[config.mk]
export PLATFORM = sky130hd
export DESIGN_NAME = uart_tx_arbiter
export DESIGN_NICKNAME = d
export VERILOG_FILES = /design/src/rtl/uart_pkg.sv /design/src/rtl/uart_req_slot.sv /design/src/rtl/uart_tx_arbiter.sv
export SDC_FILE = /design/constraint.sdc
export NUM_CORES = 1
export LEC_CHECK = 0
export CAP_MARGIN = 40
export CELL_PAD_IN_SITES_DETAIL_PLACEMENT = 1
export CELL_PAD_IN_SITES_GLOBAL_PLACEMENT = 2
export CORE_MARGIN = 4
export CORE_UTILIZATION = 38
export DETAILED_ROUTE_END_ITERATION = 16
export HOLD_SLACK_MARGIN = 0.1
export PLACE_DENSITY_LB_ADDON = 0.15
export SYNTH_ARGS = -nofsm -noshare
export SYNTH_HDL_FRONTEND = slang
export SYNTH_SLANG_ARGS = --single-unit
[constraint.sdc]
create_clock -name clk -period 2.5 [get_ports clk]
set_input_delay 0.375 -clock clk [delete_from_list [all_inputs] [get_ports clk]]
set_output_delay 0.375 -clock clk [all_outputs]
set_load 0.02 [all_outputs]
[src/rtl/uart_pkg.sv]
// Shared definitions for the UART transmit arbiter slice.
//   BYTE_W       width of one transmitted byte
//   REQ0 / REQ1  requester indices into slot and grant vectors
//   arb_state_e  arbiter states (IDLE, SEND, GUARD)
package uart_pkg;

    localparam int BYTE_W = 8;

    localparam int REQ0 = 0;
    localparam int REQ1 = 1;

    typedef enum logic [1:0] {
        ST_IDLE  = 2'd0,
        ST_SEND  = 2'd1,
        ST_GUARD = 2'd2
    } arb_state_e;

endpackage

[src/rtl/uart_req_slot.sv]
// One-entry holding register for a requester byte.
//   clk, rst_n   system clock, async active-low reset
//   load         capture data_in/last_in and mark the slot full
//   clear        mark the slot empty (byte handed to the transmitter)
//   data_in      byte to capture
//   last_in      byte ends its frame
//   valid        slot holds a byte
//   data, last   held byte and its end-of-frame flag
module uart_req_slot
    import uart_pkg::*;
(
    input  logic              clk,
    input  logic              rst_n,
    input  logic              load,
    input  logic              clear,
    input  logic [BYTE_W-1:0] data_in,
    input  logic              last_in,
    output logic              valid,
    output logic [BYTE_W-1:0] data,
    output logic              last
);

    // load only happens into an empty slot and clear only from a full one,
    // so the two never coincide in practice; load wins if they ever do.
    always_ff @(posedge clk or negedge rst_n) begin
        if (!rst_n) begin
            valid <= 1'b0;
            data  <= '0;
            last  <= 1'b0;
        end else if (load) begin
            valid <= 1'b1;
            data  <= data_in;
            last  <= last_in;
        end else if (clear) begin
            valid <= 1'b0;
        end
    end

endmodule

[src/rtl/uart_tx_arbiter.sv]
// Shares one UART transmitter between two byte-stream requesters.
// Each requester has a one-entry slot; the arbiter picks round-robin or
// fixed-priority and can hold the grant for a whole frame.
//   clk, rst_n                     system clock, async active-low reset
//   reqN_valid/data/last/ready     requester N byte handshake (N = 0, 1)
//   tx_rdy                         transmitter idle
//   tx_en                          one-cycle start pulse to transmitter
//   tx_data                        byte to transmitter, held until next send
//   grant                          one-hot current owner, 00 when none
//   busy                           not IDLE, or a frame lock is held
//
// state    | meaning
// ---------+------------------------------------------------------------
// ST_IDLE  | waiting for tx_rdy and an eligible slot
// ST_SEND  | tx_en high for this single cycle
// ST_GUARD | GUARD_CYCLES cycles with tx_rdy ignored
module uart_tx_arbiter
    import uart_pkg::*;
#(
    parameter int LOCK_FRAMES  = 1,
    parameter int PRIO_FIXED   = 0,
    parameter int GUARD_CYCLES = 2,
    parameter int LOCK_TIMEOUT = 65535
) (
    input  logic              clk,
    input  logic              rst_n,
    input  logic              req0_valid,
    input  logic [BYTE_W-1:0] req0_data,
    input  logic              req0_last,
    output logic              req0_ready,
    input  logic              req1_valid,
    input  logic [BYTE_W-1:0] req1_data,
    input  logic              req1_last,
    output logic              req1_ready,
    input  logic              tx_rdy,
    output logic              tx_en,
    output logic [BYTE_W-1:0] tx_data,
    output logic [1:0]        grant,
    output logic              busy
);

    localparam int              TO_W       = (LOCK_TIMEOUT > 1) ? $clog2(LOCK_TIMEOUT + 1) : 1;
    localparam logic [TO_W-1:0] TO_LAST    = TO_W'((LOCK_TIMEOUT > 0) ? LOCK_TIMEOUT - 1 : 0);
    localparam logic [3:0]      GUARD_LOAD = 4'(GUARD_CYCLES - 1);
    localparam logic            FIXED_EN   = (PRIO_FIXED != 0);
    localparam logic            LOCK_EN    = (LOCK_FRAMES != 0);
    localparam logic            TO_EN      = (LOCK_TIMEOUT != 0);

    arb_state_e        state;
    logic [3:0]        guard_cnt;
    logic              lock;
    logic              owner;
    logic              rr_ptr;
    logic [TO_W-1:0]   to_cnt;

    logic [1:0]        slot_valid;
    logic [1:0]        slot_last;
    logic [1:0]        slot_load;
    logic [1:0]        slot_clear;
    logic [BYTE_W-1:0] slot_data [2];

    logic [1:0]        eligible;
    logic              decide;
    logic              pick;
    logic [1:0]        pick_oh;
    logic              timeout_hit;

    assign slot_load[REQ0] = req0_valid & ~slot_valid[REQ0];
    assign slot_load[REQ1] = req1_valid & ~slot_valid[REQ1];
    assign req0_ready      = ~slot_valid[REQ0];
    assign req1_ready      = ~slot_valid[REQ1];

    uart_req_slot u_slot0 (
        .clk     (clk),
        .rst_n   (rst_n),
        .load    (slot_load[REQ0]),
        .clear   (slot_clear[REQ0]),
        .data_in (req0_data),
        .last_in (req0_last),
        .valid   (slot_valid[REQ0]),
        .data    (slot_data[REQ0]),
        .last    (slot_last[REQ0])
    );

    uart_req_slot u_slot1 (
        .clk     (clk),
        .rst_n   (rst_n),
        .load    (slot_load[REQ1]),
        .clear   (slot_clear[REQ1]),
        .data_in (req1_data),
        .last_in (req1_last),
        .valid   (slot_valid[REQ1]),
        .data    (slot_data[REQ1]),
        .last    (slot_last[REQ1])
    );

    // While locked only the owner may send; the other side waits even if full.
    assign eligible[REQ0] = slot_valid[REQ0] & (~lock | ~owner);
    assign eligible[REQ1] = slot_valid[REQ1] & (~lock |  owner);
    assign decide         = (state == ST_IDLE) & tx_rdy & (|eligible);

    // Tie-break: requester 0 under fixed priority, else whoever rr_ptr favours.
    assign pick       = eligible[REQ1] & (~eligible[REQ0] | (~FIXED_EN & rr_ptr));
    assign pick_oh    = pick ? 2'b10 : 2'b01;
    assign slot_clear = decide ? pick_oh : 2'b00;

    // An owner byte arriving on the terminal cycle keeps the lock alive.
    assign timeout_hit = TO_EN & lock & (state == ST_IDLE) & ~slot_valid[owner]
                       & ~slot_load[owner] & (to_cnt == TO_LAST);

    always_ff @(posedge clk or negedge rst_n) begin
        if (!rst_n) begin
            state     <= ST_IDLE;
            guard_cnt <= '0;
            lock      <= 1'b0;
            owner     <= 1'b0;
            rr_ptr    <= 1'b0;
            grant     <= 2'b00;
            tx_data   <= '0;
        end else begin
            case (state)
                ST_IDLE: begin
                    if (decide) begin
                        state   <= ST_SEND;
                        tx_data <= slot_data[pick];
                        grant   <= pick_oh;
                        if (LOCK_EN && !slot_last[pick]) begin
                            lock  <= 1'b1;
                            owner <= pick;
                        end else begin
                            lock   <= 1'b0;
                            rr_ptr <= ~pick;
                        end
                    end else if (timeout_hit) begin
                        lock   <= 1'b0;
                        rr_ptr <= ~owner;
                        grant  <= 2'b00;
                    end
                end
                ST_SEND: begin
                    state     <= ST_GUARD;
                    guard_cnt <= GUARD_LOAD;
                end
                ST_GUARD: begin
                    if (guard_cnt == 4'd0) begin
                        state <= ST_IDLE;
                        if (!lock) begin
                            grant <= 2'b00;
                        end
                    end else begin
                        guard_cnt <= guard_cnt - 4'd1;
                    end
                end
                default: state <= ST_IDLE;
            endcase
        end
    end

    always_ff @(posedge clk or negedge rst_n) begin
        if (!rst_n) begin
            to_cnt <= '0;
        end else if (!TO_EN || !lock || slot_load[owner] || timeout_hit) begin
            to_cnt <= '0;
        end else if ((state == ST_IDLE) && !slot_valid[owner]) begin
            to_cnt <= to_cnt + 1'b1;
        end
    end

    assign tx_en = (state == ST_SEND);
    assign busy  = (state != ST_IDLE) | lock;

endmodule

Word-level counts from Yosys, hierarchy flattened
Index checks and enable logic that the tools add are counted.
- register bits: 55
- bits of input ports: 23
- output and inout port bits: 14
- logic and storage cells: 108
- add/sub/neg operators: 2
- order comparisons: 3
- equal/unequal tests: 9
- mux-type cells: 33
- bitwise gates (word level): 25
- reduce and logical (&&, ||, !) cells: 22
- operators by type and width (cell ; number):
    two-way mux 16 bit ; 2
    two-way mux 8 bit ; 3
    adder 16 x 1 -> 16 bit, second input constant ; 1
    == test 16 bit, second input constant ; 1
    two-way mux 1 bit ; 16
    two-way mux 2 bit ; 8
    nonzero test 2 bit ; 7
    AND 1 bit ; 11
    NOT 1 bit ; 9
    inequality test 2 bit, second input constant ; 4
    one-hot mux 4 bit (2 select lines) ; 1
    AND reduction 2 bit ; 4
    one-hot mux 2 bit (3 select lines) ; 1
    AND reduction 3 bit ; 2
    logical NOT 4 bit ; 1
    < comparator 1 x 2 -> 1 bit, second input constant ; 2
    two-way mux 4 bit ; 1
    OR 1 bit ; 4
    one-hot mux 2 bit (2 select lines) ; 1
    AND reduction 4 bit ; 1
    subtractor 4 x 1 -> 4 bit, second input constant ; 1
    inequality test 3 bit, second input constant ; 1
    == test 2 x 1 -> 1 bit, second input constant ; 1
    == test 2 bit, second input constant ; 1
    8 further kinds ; 10

Depth between registers and ports, before layout
- depth in word-level cells: 10
- gate-level depth with buffers: 8
- depth with buffers taken out: 7

Modules after synthesis
A second synthesis with hierarchy kept.
- cells, all modules: 251
- area, all modules: 2869.0 um^2
- modules (own cells, without submodules) (module ; instances ; cells an instance ; area an instance (um^2) ; sequential area each (um^2)):
    uart_tx_arbiter ; 1 ; 207 ; 2050.7 ; 875.8
    uart_req_slot ; 2 ; 22 ; 409.1 ; 250.2

Worst setup path after synthesis
OpenSTA, ideal clock, no wires.
- path kind: reg2reg
- start: register guard_cnt[0]
- end: register guard_cnt[0]
- library setup time: 132 ps
- arrival: 1602 ps
- data required time: 2368 ps
- path slack: 765 ps
- cell stages (with the launch flop): 8
- path buffers: 0
- period minus slack after synthesis: 1735 ps
- path through: dfrtp_1 inv_1 ha_1 or3b_2 nor2b_1 or2_2 nor2_1 a21oi_1
- word-level cells in the longest chain between the ends: 3
- elaborated cells between the ends (all ways): 6
- classes of those cells: 1 x add/sub; 1 x eq/ne; 2 x mux; 2 x reduce/logical
- ends and longest elaborated chain (item ; line ; RTL):
    start: declaration ; uart_tx_arbiter.sv:50 ; logic [3:0] guard_cnt;
    start signal: assignment ; uart_tx_arbiter.sv:151 ; guard_cnt <= guard_cnt - 4'd1;
    subtractor 4 x 1 -> 4 bit / logical NOT 4 bit (equally long branches) ; uart_tx_arbiter.sv:151, uart_tx_arbiter.sv:145 ;
    two-way mux 4 bit / inequality test 2 bit (equally long branches) ; -- ;
    one-hot mux 4 bit (2 select lines) / AND reduction 2 bit (equally long branches) ; -- ;
Several ways; a longest one is shown, not always the timed one. The select of a mux whose other input is x is not followed.
A chain may end at the register's enable or synchronous reset.

Final worst setup path
- start: register lock
- end: output busy
- word-level cells in the longest chain between the ends: 1
- ends and longest elaborated chain (item ; line ; RTL):
    start: declaration ; uart_tx_arbiter.sv:51 ; logic lock;
    start signal: assignment ; uart_tx_arbiter.sv:115 ; lock <= 1'b0;
    start signal: assignment ; uart_tx_arbiter.sv:128 ; lock <= 1'b1;
    start signal: assignment ; uart_tx_arbiter.sv:131 ; lock <= 1'b0;
    OR 1 bit ; uart_tx_arbiter.sv:170 ; assign busy = (state != ST_IDLE) | lock;
    end: declaration ; uart_tx_arbiter.sv:39 ; output logic busy
No other way between the ends.

==> results_tabular.tex <==
\begin{tabular}{lr}
\hline
Metric & Value \\
\hline
\multicolumn{2}{l}{\textbf{Outcome}} \\
Run status & finished, final reports clean \\
\multicolumn{2}{l}{\textbf{Die}} \\
Horizontal extent of the die & 89.9 microns \\
Core Area & $\sim$0.0064 sq mm \\
Vertical die dimension & between 80 and 90 microns \\
\# IOs & 37 \\
Total Die Area & a little over 0.008 sq mm \\
Standard-cell row count & 29 \\
Initial standard-cell utilization of the core & between 30\% and 40\% \\
\multicolumn{2}{l}{\textbf{CTS}} \\
Clock edge transition at the registers on the reported setup and hold paths & about 0.090 ns \\
Clock buffer depth & 2 \\
Sinks on the clock net & 55 \\
Cell chosen for the clock root & sky130\_fd\_sc\_hd\_\_clkbuf\_8 \\
CTS HTree Levels & 2 \\
Clk\_lat worst skew & roughly 0.3 ns \\
TritonCTS clock tree & done \\
Number of clock buffers inserted by TritonCTS & 5 \\
Post-cts repair resize count & 0 \\
\multicolumn{2}{l}{\textbf{Flow run}} \\
Max-capacitance violation count & 0 \\
\multicolumn{2}{l}{\textbf{Global route}} \\
First-pass GRT wire length & slightly below 10 mm \\
Global-route usage over all layers & between 10\% and 20\% \\
Via count of the first global-routing pass & roughly 2000 \\
Overflow left after global routing & 0 \\
Maximum number of pins on one net before global-route repair & 32 \\
Initial antenna violation count & 0 \\
\multicolumn{2}{l}{\textbf{Yosys}} \\
Top cells by area in the synthesized netlist & sky130\_fd\_sc\_hd\_\_dfrtp\_1, sky130\_fd\_sc\_hd\_\_mux2\_2, sky130\_fd\_sc\_hd\_\_nor2\_1 \\
Count of warnings emitted by yosys & 0 \\
Async set or reset register ratio after synthesis & between 90\% and 100\% \\
Count of cell types in the netlist & 39 \\
Synthesized flop and latch total & 55 \\
Instance count of the mapped netlist & between 200 and 250 \\
Synthesized area divided by synthesized cell count & $\sim$11 sq um \\
Summed instance area of the synthesized netlist & $\sim$0.0025 sq mm \\
Area share of the leading cell type in the synthesized netlist & between 50\% and 60\% \\
Main synth FF type & sky130\_fd\_sc\_hd\_\_dfrtp\_1 \\
Library cell with the largest summed area after synthesis & sky130\_fd\_sc\_hd\_\_dfrtp\_1 \\
Net count after synthesis & $\sim$260 \\
Count of flip-flops with a built-in enable after synthesis & 0 \\
Share of synthesized area occupied by flip-flops and latches & between 50\% and 60\% \\
\multicolumn{2}{l}{\textbf{Timing}} \\
Unrepaired setup endpoints after global routing & false \\
Share of the cycle needed by the critical path after routing & about 85\% \\
Final setup violation count & 0 \\
Max Clock Skew & approximately 0.0063 ns \\
Setup slack of the critical path after layout & between 0.3 and 0.4 ns \\
Final TNS setup & 0 ns \\
Maximum achievable frequency & around 470 MHz \\
Max-slew headroom & between 50\% and 60\% \\
Worst hold slack after final layout & around 0.52 ns \\
Min Clock Period, post-route & between 2 and 2.5 ns \\
Final count of hold timing violations & 0 \\
Actual transition at the worst max-transition pin & just over 0.6 ns \\
Final Max Slew Viols & 0 \\
\multicolumn{2}{l}{\textbf{Detailed routing}} \\
Sum of routed wire length over all layers & roughly 5.6 mm \\
Number of design rule violations left after detail routing & 0 \\
Drt initial violations & 33 \\
Number of vias per cell after detailed routing & between 5 and 6 \\
Residual antenna-violating net count after detailed routing & 0 \\
Vias after detailed routing & 1805 \\
First-pass iteration count of the detailed router & 4 \\
Wire length per cell after detailed routing & 15.7 microns \\
\multicolumn{2}{l}{\textbf{Critical path}} \\
Count of buffer and inverter cells on the critical path & 1 \\
Kind of launch point of the worst setup path & flip-flop \\
Kind of cell adding the most delay to the critical path & buffers and inverters \\
Critical Setup Path Class & reg2out \\
Critical-path top delay cell & sky130\_fd\_sc\_hd\_\_clkdlybuf4s50\_1 \\
Data arrival time of the critical path & 1.75 ns \\
WP data required & roughly 2.1 ns \\
Worst setup EP type & output port \\
Top fanout value on the critical path & 9 \\
Chain of cells forming the critical path & or3\_1 -> clkdlybuf4s50\_1 \\
Slowest stage delay, CP & between 0.5 and 0.6 ns \\
\multicolumn{2}{l}{\textbf{Finish}} \\
Final Net Count & 303 \\
N\_diodes & 0 \\
Proportion of layout cells with a drive suffix above 1 & between 10\% and 20\% \\
Synthesis-to-finish area growth & 23.2\% \\
Utilization after layout & about half \\
\multicolumn{2}{l}{\textbf{Min path}} \\
Min-Delay Path Class & reg2reg \\
\multicolumn{2}{l}{\textbf{Power}} \\
Power density of the placed cells & 1140 mW/mm\^{}2 \\
Worst VDD drop & 0.000553 V \\
Reported leakage power & between 1 and 1.5 nW \\
Total power of the final layout & around 3.6 mW \\
\multicolumn{2}{l}{\textbf{Placement}} \\
Pre-CTS setup slack & between 0.4 and 0.5 ns \\
Estimated wirelength of the detail-placed design & $\sim$4.1 mm \\
Port bufs & 36 \\
Last weighted congestion value of the routability-driven placer & slightly above 0.7 \\
\hline
\end{tabular}
==> worst reg2reg max path: stages, from the launching register on <==
cell and delay (ns):
sky130_fd_sc_hd__dfrtp_1 0.53, sky130_fd_sc_hd__nand2b_1 0.16, sky130_fd_sc_hd__a21oi_1 0.21, sky130_fd_sc_hd__nand4b_1 0.24
sky130_fd_sc_hd__inv_1 0.24, sky130_fd_sc_hd__or4_1 0.57, sky130_fd_sc_hd__nand3_1 0.10
==> synthesized netlist by cell type, types with 4 or more instances <==
cell type	number
sky130_fd_sc_hd__a21oi_1	13
sky130_fd_sc_hd__buf_2	4
sky130_fd_sc_hd__dfrtp_1	55
sky130_fd_sc_hd__ha_1	4
sky130_fd_sc_hd__inv_1	7
sky130_fd_sc_hd__mux2_2	17
sky130_fd_sc_hd__mux2i_1	9
sky130_fd_sc_hd__nand2_1	16
sky130_fd_sc_hd__nand3_1	7
sky130_fd_sc_hd__nand4_1	5
sky130_fd_sc_hd__nor2_1	34
sky130_fd_sc_hd__nor2_2	5
sky130_fd_sc_hd__nor2b_1	4
sky130_fd_sc_hd__nor3_1	4
sky130_fd_sc_hd__xnor2_1	4
sky130_fd_sc_hd__xor2_1	13
==> layer usage <==
metal | share of wire, % | vias to the layer above | wire length, microns | track usage [%]
li1 | - | 884 | - | -
met1 | 46 | 894 | 2560 | 19.8
met2 | 50 | 25 | 2810 | 25.4
met3 | 3.0 | 2 | 166 | 3.26
met4 | 0.68 | 0 | 38 | 3.83
met5 | 0 | - | 0 | 0
==> where the power goes <==
group	internal, mW	leakage (nW)	switching (mW)	total [mW]
Sequential	1.22	0.680	0.262	1.48
Combinational	0.762	0.605	0.797	1.56
Clock	0.254	0.0515	0.282	0.536
==> path summary, 6_finish.rpt <==
kind	from	endpoint	slack, ns	cells past startpoint
setup / recovery	lock	busy	0.38	2
setup reg to reg	lock	rr_ptr	0.40	6
min in group asynchronous	rst_n	to_cnt[4]	0.61	2
hold reg to reg	grant[1]	grant[1]	0.52	1
hold / removal	grant[1]	grant[1]	0.52	1
max in group asynchronous	rst_n	u_slot1.last	1.30	3
==> area by class of cell <==
class                   count  area, sq um
repair buffers             44          430
well taps                  77         96.3
fillers                   709         3280
flip-flops and latches     55         1380
clock buffers               8          100
inverters                   7         26.3
multi-input cells         163         1110
==> flip-flops by register name (all words and copies together), names as in the netlist, 2 cells and up <==
register	count
to_cnt	16
tx_data	8
u_slot0.data	8
u_slot1.data	8
guard_cnt	4
grant	2
state	2
==> cell families after synthesis <==
kind of cell / synth area share (%)
simple gates: 18.3
flops: 54.0
fa+ha+maj: 1.96
xor+xnor: 5.84
mux: 11.6
compound gates: 5.89
buf+inv: 2.40
==> cells in the final DEF, fill, tap and decap left out, types with 2 or more instances in the layout <==
cell / count
sky130_fd_sc_hd__and4_1: 3
sky130_fd_sc_hd__nor3_1: 4
sky130_fd_sc_hd__clkdlybuf4s50_1: 35
sky130_fd_sc_hd__ha_1: 4
sky130_fd_sc_hd__nand4_1: 5
sky130_fd_sc_hd__buf_4: 6
sky130_fd_sc_hd__clkbuf_8: 7
sky130_fd_sc_hd__xnor2_1: 4
sky130_fd_sc_hd__nor2_2: 5
sky130_fd_sc_hd__nor2_1: 34
sky130_fd_sc_hd__dfrtp_1: 55
sky130_fd_sc_hd__mux2_2: 17
sky130_fd_sc_hd__nand2_1: 16
sky130_fd_sc_hd__o21ai_0: 3
sky130_fd_sc_hd__a21oi_1: 13
sky130_fd_sc_hd__or3_1: 2
sky130_fd_sc_hd__inv_1: 7
sky130_fd_sc_hd__nand2b_1: 3
sky130_fd_sc_hd__xor2_1: 13
sky130_fd_sc_hd__nor2b_1: 4
sky130_fd_sc_hd__nand3_1: 7
sky130_fd_sc_hd__mux2i_1: 9
==> through the flow <==
step                cells  instance area (sq um)
floorplan             232                   2550
global placement      345                   3030
detailed placement    345                   3030
CTS                   354                   3140
global route          354                   3140
finish                354                   3140
==> timing repair <==
item                       4_1_cts  5_1_grt
hold endpoints to repair        18        0
setup endpoints to repair        0        0
buffers inserted                 0        0
hold buffers                     1        0
Note: power is estimated with default switching activity, not from simulation.
==> RTL edit (config.mk and constraints unchanged) <==
`LOCK_TIMEOUT`: 65535 -> 32767.
--- a/src/rtl/uart_tx_arbiter.sv
+++ b/src/rtl/uart_tx_arbiter.sv
@@ -22,3 +22,3 @@
     parameter int GUARD_CYCLES = 2,
-    parameter int LOCK_TIMEOUT = 65535
+    parameter int LOCK_TIMEOUT = 32767
 ) (
Formal check against the unedited RTL: same outputs for any inputs over 10 cycles, from zero or initial values and one cycle with rst_n low; that may be too few to reach the edited logic, so the function may still have changed.
==> RTL edit against the unedited design <==
  * Design area decreased by 1.2%
  * Synthesized area grew 0.59%
  * Worst setup slack worse by 0.041 ns
  * Global-route usage hardly changed
  * Wire length is 2.3% higher
  * Sequential share of layout area shrank 0.29 points
  * Total power up 0.55%
  * Sequential cell count down 1
  * Utilization fell by 0.84 points
  * First-iteration DRC count rose by 120%
  * Clock power about the same
  * Clock skew up 0.0090 ns
==> RTL edit: results (changes against the unedited design) <==
The flow ran to the end, and the final reports show no timing, DRC or antenna violations. The register-to-register setup slack is 0.64 ns (+0.24 ns), and the total number of nets in the final design is 295 (-2.6%). The met3 global-route usage was 0.03339 (+0.0008347). The global-route wire length before repair is 9.908 mm (+0.70%). The number of flip-flops in the largest register works out to 15 (-1). The startpoint identified for the worst hold timing path is tx_data[7]$_DFFE_PN0P_. The count of distinct cell types in the synthesized netlist is 46 (+18%), and the final RePlAce weighted congestion is 0.7973 (+13%). The logs give 74 (+120%) for the violation count after the first detailed-routing iteration and 0.2483 (-0.006097) for the met2 capacity usage during global routing. Endpoint of the worst-slack reg-to-reg timing path: grant[1]$_DFFE_PN0P_. The tools report the maximum ir drop on the vdd rail as 0.4090 mV (-26%). Largest stage delay on the critical path: 0.68 ns (+0.14 ns). For the number of standard cells after synthesis, the log shows 226 (-2.6%). For the via count of the first global-routing pass, the log shows 1,934 (-2.6%). The total number of vias is 1,816 (+0.61%), and the hold path depth is 2 (+1). The maximum number of pins on one net before global-route repair is 21 (-34%), and the average vias per placed instance is 5.249 (+2.9%).

The startpoint of the worst register-to-register path was state[0]$_DFFE_PN0P_. The met1 demand-to-capacity share in global routing is 0.1995 (+0.001614). Sorting the synthesized cells by how often they occur yields sky130_fd_sc_hd__dfrtp_1 (54), sky130_fd_sc_hd__nand2_1 (20), sky130_fd_sc_hd__mux2_2 (19). The number of placed instances, taps included was 337 (-2.3%).

The final-layout fill cell count is 707 (-0.28%). For this run, the leading register cell type out of synthesis is sky130_fd_sc_hd__dfrtp_1. The post-route clock skew was 0.01537 ns (+0.009042 ns). For the sequential-to-total area share from yosys stat, the log shows 0.5268 (-0.01292). The tools report the HPWL after detailed placement as 4.151 mm (+1.3%).

The tools report the destination of the worst hold path as tx_data[7]$_DFFE_PN0P_. Static leakage: 1.296 nW (-3.0%). Total routing usage reported by global routing: 0.1506 (about the same). The mean routed wirelength per cell is 16.47 um (+4.6%), and the arrival time of the worst setup path is 1.79 ns (+0.04 ns).
[RTL edit: changes by cell type in the layout (fill, tap and decap cells not counted), sizes merged, moves of 3 or more]
cell   change
buf        -3
mux2i      -8
nand2      +5
a22oi      +8
nor2      -14
o21ai      +7
a21oi     -10
nand3      -3
[RTL edit: layout make-up]
class	count	area share
Multi-Input combinational cell	158	0.3646
Clock buffer	6	0.02659
Tap cell	77	0.03102
Clock inverter	2	0.005238
Timing Repair Buffer	41	0.1273
Inverter	8	0.01007
Sequential cell	54	0.4351
[RTL edit: report_power, final]
group	internal [mW]	total [mW]	switching, mW
clock network	0.229	0.535	0.306
logic	0.717	1.60	0.879
registers	1.20	1.46	0.264
total	2.14	3.59	1.45
[RTL edit: worst max-delay path by stage]
stage,from,endpoint,slack [ns],cells past startpoint
floorplan,guard_cnt[0]$_DFFE_PN0P_,grant[1]$_DFFE_PN0P_,0.85,5
global placement,tx_rdy,grant[1]$_DFFE_PN0P_,0.41,6
finish,state[0]$_DFFE_PN0P_,tx_en,0.34,2
global route,state[0]$_DFFE_PN0P_,tx_en,0.27,2
CTS,state[0]$_DFFE_PN0P_,tx_en,0.32,2
detailed placement,tx_rdy,grant[1]$_DFFE_PN0P_,0.36,6
[RTL edit: metal layers]
| layer | wire length [um] | share of wire |
|---|---|---|
| met5 | 0 | 0 |
| met4 | 61 | 0.011 |
| met3 | 225 | 0.039 |
| met2 | 2692 | 0.47 |
| met1 | 2716 | 0.48 |
[RTL edit: cells by family (layout without fill, tap and decap cells)]
| group | after synthesis | in the layout | synth area share |
|---|---|---|---|
| multiplexers | 20 | 20 | 0.08732 |
| flip-flops | 54 | 54 | 0.5268 |
| adder cells (fa/ha/maj) | 4 | 4 | 0.01951 |
| buffers and inverters | 14 | 57 | 0.03170 |
| AO/OA/AOI/OAI | 37 | 37 | 0.1020 |
| XOR/XNOR | 16 | 16 | 0.05463 |
| AND/OR/NAND/NOR | 81 | 81 | 0.1780 |
[RTL edit: metrics by stage]
step	hold WS (ns)	power, mW	instance area [sq um]	worst slack (ns)
2_1_floorplan	0.07941	2.575	2565	0.8499
3_3_place_gp	0.3531	3.079	2997	0.4086
3_5_place_dp	0.3534	3.109	2997	0.3608
4_1_cts	0.5070	3.659	3105	0.3184
5_1_grt	0.5173	3.880	3105	0.2653
6_report	0.5008	3.592	3105	0.3353
[RTL edit: repair_timing]
item	4_1_cts	5_1_grt
hold buffers	1	0
endpoints found under the hold margin	17	0
gates resized for setup	0	0
[RTL edit: worst min-delay path: stages, from the launching register on]
cell and delay [ns]:
sky130_fd_sc_hd__dfrtp_1 0.36, sky130_fd_sc_hd__nand2_1 0.05, sky130_fd_sc_hd__o21ai_0 0.06
